===== src/rtl/chess_pkg.sv =====
// Shared chess-board definitions: command encoding, move-entry FSM states
// and the board coordinate limit used by the cursor counter.
package chess_pkg;

  // Largest file/rank index on an 8x8 board.
  localparam int BOARD_MAX = 7;

  typedef enum logic [1:0] {
    CMD_UP     = 2'b00,
    CMD_DOWN   = 2'b01,
    CMD_NEXT   = 2'b10,
    CMD_CANCEL = 2'b11
  } cmd_t;

  // The four editing states are numbered so their low two bits equal the
  // field index shown to the player.
  typedef enum logic [2:0] {
    SRC_FILE = 3'd0,
    SRC_RANK = 3'd1,
    DST_FILE = 3'd2,
    DST_RANK = 3'd3,
    COMMIT   = 3'd4
  } entry_state_t;

endpackage


===== src/rtl/wrap_counter8.sv =====
// 3-bit up/down counter wrapping 7 <-> 0, used as the shared cursor.
// Ports:
//   clk, reset : clock, asynchronous active-high reset (count -> 0)
//   en         : step the counter this cycle
//   up         : direction when en=1 (1 = +1, 0 = -1)
//   clr        : synchronous clear to 0, takes priority over en
//   count      : current value
module wrap_counter8
  import chess_pkg::*;
(
  input  logic       clk,
  input  logic       reset,
  input  logic       en,
  input  logic       up,
  input  logic       clr,
  output logic [2:0] count
);

  localparam logic [2:0] MAX_VAL = 3'(BOARD_MAX);

  logic [2:0] count_q;
  logic [2:0] count_d;

  always_comb begin
    // NOTE: the default assignment comes first so every path through the
    // block drives count_d; a missing branch would otherwise infer a latch.
    count_d = count_q;
    if (clr) begin
      count_d = 3'd0;
    end else if (en) begin
      if (up) count_d = (count_q == MAX_VAL) ? 3'd0 : count_q + 3'd1;
      else    count_d = (count_q == 3'd0) ? MAX_VAL : count_q - 3'd1;
    end
  end

  // NOTE: sequential state uses non-blocking assignments so every flop
  // samples the pre-edge values of the others.
  always_ff @(posedge clk or posedge reset) begin
    if (reset) count_q <= 3'd0;
    else       count_q <= count_d;
  end

  assign count = count_q;

endmodule


===== src/rtl/move_entry_ctrl.sv =====
// Turn-based move-entry controller. Grants the shared cursor to the player
// on turn, walks source file/rank and destination file/rank, then strobes
// the packed move for one cycle and hands the turn over.
// Ports:
//   clk, reset         : clock, asynchronous active-high reset
//   w_valid/w_cmd      : white command request (UP/DOWN/NEXT/CANCEL)
//   w_ready            : white command accepted this cycle
//   b_valid/b_cmd      : black command request
//   b_ready            : black command accepted this cycle
//   turn               : 0 = white, 1 = black
//   field              : field being edited (0 src file .. 3 dst rank)
//   cursor             : current cursor value 0..7
//   disp_digit         : {0, cursor} for the seven-segment decoder
//   move_valid         : one-cycle move strobe
//   move_src, move_dst : {rank, file} of each square, valid with move_valid
module move_entry_ctrl
  import chess_pkg::*;
(
  input  logic       clk,
  input  logic       reset,
  input  logic       w_valid,
  input  logic [1:0] w_cmd,
  output logic       w_ready,
  input  logic       b_valid,
  input  logic [1:0] b_cmd,
  output logic       b_ready,
  output logic       turn,
  output logic [1:0] field,
  output logic [2:0] cursor,
  output logic [3:0] disp_digit,
  output logic       move_valid,
  output logic [5:0] move_src,
  output logic [5:0] move_dst
);

  entry_state_t state_q, state_d;
  logic         turn_q, turn_d;
  logic [2:0]   src_file_q, src_file_d;
  logic [2:0]   src_rank_q, src_rank_d;
  logic [2:0]   dst_file_q, dst_file_d;
  logic [2:0]   dst_rank_q, dst_rank_d;

  logic         cmd_valid;
  cmd_t         cmd;
  logic         cnt_en, cnt_up, cnt_clr;
  logic [2:0]   cursor_val;

  // Grant: only the player on turn is heard, and nobody during COMMIT.
  // The off-turn request is simply dropped, so the two can never collide.
  assign w_ready = !turn_q && (state_q != COMMIT);
  assign b_ready =  turn_q && (state_q != COMMIT);

  always_comb begin
    cmd_valid = 1'b0;
    cmd       = CMD_UP;
    if (w_ready && w_valid) begin
      cmd_valid = 1'b1;
      cmd       = cmd_t'(w_cmd);
    end else if (b_ready && b_valid) begin
      cmd_valid = 1'b1;
      cmd       = cmd_t'(b_cmd);
    end
  end

  wrap_counter8 u_cursor (
    .clk   (clk),
    .reset (reset),
    .en    (cnt_en),
    .up    (cnt_up),
    .clr   (cnt_clr),
    .count (cursor_val)
  );

  // Next-state and strobe logic.
  always_comb begin
    state_d    = state_q;
    turn_d     = turn_q;
    src_file_d = src_file_q;
    src_rank_d = src_rank_q;
    dst_file_d = dst_file_q;
    dst_rank_d = dst_rank_q;
    cnt_en     = 1'b0;
    cnt_up     = 1'b0;
    cnt_clr    = 1'b0;
    move_valid = 1'b0;

    if (state_q == COMMIT) begin
      // Strobe the latched squares, then start fresh for the other player.
      move_valid = 1'b1;
      state_d    = SRC_FILE;
      turn_d     = ~turn_q;
      cnt_clr    = 1'b1;
      src_file_d = 3'd0;
      src_rank_d = 3'd0;
      dst_file_d = 3'd0;
      dst_rank_d = 3'd0;
    end else if (cmd_valid) begin
      unique case (cmd)
        CMD_UP: begin
          cnt_en = 1'b1;
          cnt_up = 1'b1;
        end
        CMD_DOWN: begin
          cnt_en = 1'b1;
        end
        CMD_NEXT: begin
          cnt_clr = 1'b1;
          unique case (state_q)
            SRC_FILE: begin src_file_d = cursor_val; state_d = SRC_RANK; end
            SRC_RANK: begin src_rank_d = cursor_val; state_d = DST_FILE; end
            DST_FILE: begin dst_file_d = cursor_val; state_d = DST_RANK; end
            default:  begin dst_rank_d = cursor_val; state_d = COMMIT;   end
          endcase
        end
        default: begin  // CMD_CANCEL: abandon the partial move, keep the turn
          cnt_clr    = 1'b1;
          state_d    = SRC_FILE;
          src_file_d = 3'd0;
          src_rank_d = 3'd0;
          dst_file_d = 3'd0;
          dst_rank_d = 3'd0;
        end
      endcase
    end
  end

  always_ff @(posedge clk or posedge reset) begin
    if (reset) begin
      state_q    <= SRC_FILE;
      turn_q     <= 1'b0;
      // NOTE: the field registers are reset too, so move_src/move_dst read
      // zero straight out of reset instead of leftover squares.
      src_file_q <= 3'd0;
      src_rank_q <= 3'd0;
      dst_file_q <= 3'd0;
      dst_rank_q <= 3'd0;
    end else begin
      state_q    <= state_d;
      turn_q     <= turn_d;
      src_file_q <= src_file_d;
      src_rank_q <= src_rank_d;
      dst_file_q <= dst_file_d;
      dst_rank_q <= dst_rank_d;
    end
  end

  // During COMMIT the field stays on the last edited one (dst rank).
  assign field      = (state_q == COMMIT) ? 2'd3 : state_q[1:0];
  assign turn       = turn_q;
  assign cursor     = cursor_val;
  assign disp_digit = {1'b0, cursor_val};
  assign move_src   = {src_rank_q, src_file_q};
  assign move_dst   = {dst_rank_q, dst_file_q};

endmodule


===== config.mk =====
export PLATFORM = sky130hd
export DESIGN_NAME = move_entry_ctrl
export DESIGN_NICKNAME = d
export VERILOG_FILES = /design/src/rtl/chess_pkg.sv /design/src/rtl/wrap_counter8.sv /design/src/rtl/move_entry_ctrl.sv
export SDC_FILE = /design/constraint.sdc
export NUM_CORES = 1
export LEC_CHECK = 0
export CELL_PAD_IN_SITES_DETAIL_PLACEMENT = 1
export CELL_PAD_IN_SITES_GLOBAL_PLACEMENT = 1
export CORE_MARGIN = 3
export CORE_UTILIZATION = 32
export CTS_CLUSTER_SIZE = 8
export DETAILED_ROUTE_END_ITERATION = 8
export PLACE_DENSITY = 0.74
export REMOVE_ABC_BUFFERS = 1
export SLEW_MARGIN = 15
export SYNTH_ARGS = -nofsm -noshare
export SYNTH_HDL_FRONTEND = slang
export SYNTH_SLANG_ARGS = --single-unit

===== constraint.sdc =====
create_clock -name clk -period 1.5 [get_ports clk]
set_input_delay 0.375 -clock clk [delete_from_list [all_inputs] [get_ports clk]]
set_output_delay 0.375 -clock clk [all_outputs]
set_load 0.01 [all_outputs]

* Word-level counts from Yosys, hierarchy flattened
Index checks and enable logic that the tools add are counted.
** Word-level totals
- Input port bits :: 8
- Memories :: 0
- Register bits after elaboration :: 19
- RAM bits :: 0
- Latch bits :: 0
- Output and inout bits :: 25
- ROM bits :: 0
** Operators by class
- Eq/ne operators :: 12
- Bitwise gates (word level) :: 1
- Magnitude comparators :: 0
- Reductions and logical operators :: 17
- Mux-type cells :: 40
- Shift operators :: 0
- Divide/modulo/power cells :: 0
- Add/sub/neg operators :: 2
- $mul :: 0
** Operators with widths (number)
- 3-bit 2-to-1 mux :: 19
- 3-bit case mux with 2 select lines :: 5
- 3-bit inequality test (second input constant) :: 5
- 1-bit 2-to-1 mux :: 12
- 3-bit AND reduction :: 4
- 3-bit case mux with 3 select lines :: 1
- 3-bit equality test (second input constant) :: 2
- 3-bit zero test :: 2
- 2-bit 2-to-1 mux :: 3
- 1-bit logical AND :: 4
- 2-bit nonzero test :: 2
- 3-bit by 1-bit adder with 3-bit output (second input constant) :: 1
- 3-bit by 1-bit equality test with 1-bit output (second input constant) :: 1
- 3-bit by 2-bit equality test with 1-bit output (second input constant) :: 1
- 3-bit OR reduction :: 1
- 3-bit by 1-bit subtractor with 3-bit output (second input constant) :: 1
- 2-bit by 1-bit equality test with 1-bit output (second input constant) :: 1
- 2-bit equality test (second input constant) :: 1
- 2-bit zero test :: 1
- 2-bit by 1-bit inequality test with 1-bit output (second input constant) :: 1
- 2-bit AND reduction :: 1
- 2-bit OR reduction :: 1
- 1-bit zero test :: 1
- 1-bit inverter :: 1

* Depth between registers and ports, before layout
- Word-level depth :: 12
- Mapped depth :: 7
- Mapped depth without buffers :: 6

* By module
A second synthesis with hierarchy kept.
** Second synthesis, totals
- Cells, all modules :: 130
- Area total of the unflattened synthesis :: 1217.4 um2
** By module, submodules not included
- move_entry_ctrl :: area an instance 983.4 um2, cells each 105, times used 1, seq. area each 400.4 um2
- wrap_counter8 :: area an instance 234.0 um2, cells each 25, times used 1, seq. area each 75.1 um2

* Worst setup path after synthesis
No wires, ideal clock.
- Path kind :: reg2out
- Start point :: reg state_q[1]
- End point :: out b_ready
- Cell stages (with the launch flop) :: 6
- Arrival :: 1134 ps
- Setup slack :: -9 ps
- Path buffers :: 2
- Cell sequence :: dfrtp_1 -> buf_4 -> nor2_2 -> nand2_1 -> buf_2 -> and2_1
** On the way
- Word-level cells in the longest chain between the ends :: 2
** RTL lines
- start: declaration :: RTL line move_entry_ctrl.sv:36 : entry_state_t state_q, state_d;
- start signal: assignment :: RTL line move_entry_ctrl.sv:138 : state_q <= state_d;
- 3-bit inequality test :: RTL line move_entry_ctrl.sv:51 : assign b_ready = turn_q && (state_q != COMMIT);
- 1-bit logical AND :: RTL line move_entry_ctrl.sv:51
- end: declaration :: RTL line move_entry_ctrl.sv:26 : output logic b_ready,
No other way between the ends.

* Final worst setup path
Ends and elaborated chain as after synthesis.

==> key figures <==
Clocking
  • TritonCTS clock tree: built
  • CTS Buf Count: 3
  • CTS H-tree lvls: 1
  • Clk root buf: clkbuf_4
  • Clock insertion delay at the later pin of the skew report: ~0.32 ns
  • Clk sinks: 19
  • Post-CTS Hold Buffers: 0
  • Clock slew at reported path FFs: around 0.13 ns
  • Longest Clk Path Bufs: 2

Yosys
  • Most common cell in the netlist: dfrtp_1
  • Async set-or-reset flop fraction in the synthesized netlist: 1.00
  • Number of synthesized flops with an enable pin: 0
  • Synth cell types: 43
  • Yosys reg bits: 19
  • Synthesized area per cell: about 11 µm²
  • Post-Syn Instances: about 110
  • Yosys warnings: 0
  • Top-area cell type share of the netlist area: 0.414
  • Sequential area share after synthesis: 0.414
  • Ys flop type: dfrtp_1
  • Yosys top cell by area: dfrtp_1
  • Synth cell count leaders: dfrtp_1 (19), a32o_1 (6), a21oi_1 (5), buf_4 (5)
  • Ranking of synthesized cells by area: dfrtp_1 (41%), a32o_1 (5.2%), ha_1 (4.4%)
  • Post-Syn Area: 1150 µm²

Finish
  • Area delta synth->final: 66.8%
  • Layout Cells excl Fill: 213
  • Final nets: 180
  • Share of cells above drive strength 1: 0.545
  • Final core occ: 0.565
  • Antenna Cells: 0

Routing
  • Via Count: ~1100
  • Routed length per instance: 20.2 µm
  • WL final: roughly 4300 µm
  • Vias per std cell: 5.26
  • DR iter-0 viols: 80
  • First-pass DRT Iterations: 4
  • Routed Antenna Nets: 0
  • DRC: 0

STA
  • Post-route setup TNS: -1.32 ns
  • Final min period: 1.65 ns
  • Clk_skew: 0.00375 ns
  • Worst Slack Setup Final: -0.148 ns
  • Fin. max-slew vios: 0
  • Achievable frequency: 0.607 GHz
  • Unrepaired setup endpoints after global routing: yes
  • Final Hold Vio Count: 0
  • Final setup violating endpoints: 18
  • Tcrit/Tclk final: 1.10

Global routing
  • Total grt overflow: 0
  • First-pass GRT wire length: 6330 µm
  • Vias in the first global route: between 1000 and 1500
  • Met2 Track Usage GR: 0.339
  • Total track usage: 0.191
  • Met1 Use GR: 0.235
  • Top Usage Layer GRT: met2
  • Met3 usage: 0.0238
  • Initial antenna violation count: 0
  • Largest net degree at the start of global routing: 20

Setup path
  • Critical Path Fanout Max: 6
  • Type of origin of the critical path: register
  • Setup crit end kind: output port
  • WP data arrival: 1.27 ns
  • Critical path type: reg -> out
  • Worst Path Required: between 1 and 1.5 ns

Placed design
  • Cells after DPL: between 150 and 200
  • Dpl hpwl: around 2400 µm
  • Post-Place Setup Slack: -0.409 ns
  • PortBufs: 31
  • GP Congestion: 0.740

Power and ir drop
  • Peak VDD IR: 0.902 mV
  • Leak: 0.899 nW
  • PwrDens: approximately 1700 nW/µm²

Outcome
  • Outcome: finished with violations
  • Failing checks: setup timing

Floorplan
  • Total core area: around 3400 µm²
  • IO Pins: 33
  • Die Area: 4340 µm²
  • # rows: 21
  • Die Y: 65.9 µm
  • Die Wd: 65.9 µm
  • Initial core utilization: 0.339

Min path
  • Hold Crit Class: in -> async

Job
  • Max_cap viols: 0
==> critical path: stages (launching register included) <==
cell and delay (ns):
dfrtp_1 0.44, nor2_4 0.15, nand2_4 0.10, and2_4 0.15
buf_6 0.11
==> worst paths after layout <==
kind / startpoint / to / slack (ns) / depth (start not counted)
worst max-delay path: state_q[1] / b_ready / -0.15 / 4
worst min-delay path: reset / src_rank_q[2] / 0.36 / 3
worst max register to register: turn / state_q[1] / -0.13 / 5
worst min register to register: dst_rank_q[0] / dst_rank_q[0] / 0.52 / 1
max in group asynchronous: reset / turn / 0.92 / 3
min in group clk: dst_rank_q[0] / dst_rank_q[0] / 0.52 / 1
==> sequential cells by signal (all words and copies together) (netlist names) <==
signal	flops
src_rank_q	3
turn	1
src_file_q	3
dst_rank_q	3
dst_file_q	3
state_q	3
u_cursor.count	3
==> power by group <==
group          switching, mW  internal, mW  total (mW)
clock                  0.197         0.100       0.297
sequential             0.111         0.659       0.770
combinational           1.09          1.15        2.24
==> through the flow <==
stage          hold WS, ns  total power [mW]  cell area (µm²)
6_report             0.358              3.31             1910
5_1_grt              0.373              3.51             1910
4_1_cts              0.378              2.87             1750
3_5_place_dp         0.495              2.35             1570
3_3_place_gp         0.488              2.28             1570
2_1_floorplan        0.326              1.54             1080
==> layout by cell type (no fill, tap or decap), types with 3 or more instances in the layout <==
cell	instances
clkdlybuf4s50_1	5
clkbuf_4	3
dfrtp_1	17
buf_6	11
buf_2	3
buf_4	31
o21ai_2	4
nand3_1	3
dlygate4sd2_1	17
a22o_1	3
a32o_1	6
nand2_1	3
==> layout make-up <==
cell class                      instances  area [µm²]
Clock inverter                          1        5.00
Fill cell                             364        1480
Inverter                                4        17.5
Tap cell                               46        57.6
Clock buffer                            3        22.5
Sequential cell                        19         478
Multi-Input combinational cell         71         753
Timing Repair Buffer                   69         581
==> routing by layer <==
layer | up-vias | routed length, µm
li1 | 512 | -
met1 | 575 | 1700
met2 | 29 | 2390
met3 | 4 | 131
met4 | 0 | 75
met5 | - | 0
==> timing repair <==
item                       in CTS  in global routing
setup endpoints to repair      38                 25
gates cloned                    1                  0
hold endpoints to repair        0                  0
setup buffers                  15                  5
pin swaps                      18                 12
resized for setup              66                 33
==> logic make-up after synthesis <==
kind of cell               Yosys count  synth area share
AOI/OAI and AO/OA                   33             0.236
and+or+nand+nor                     29             0.195
DFF                                 19             0.414
buffers and inverters               15            0.0752
adders and majority gates            4            0.0436
xor gates and xnor gates             2            0.0153
muxes                                2            0.0174
other                                1           0.00327
Power figures use the tool's default switching activity.
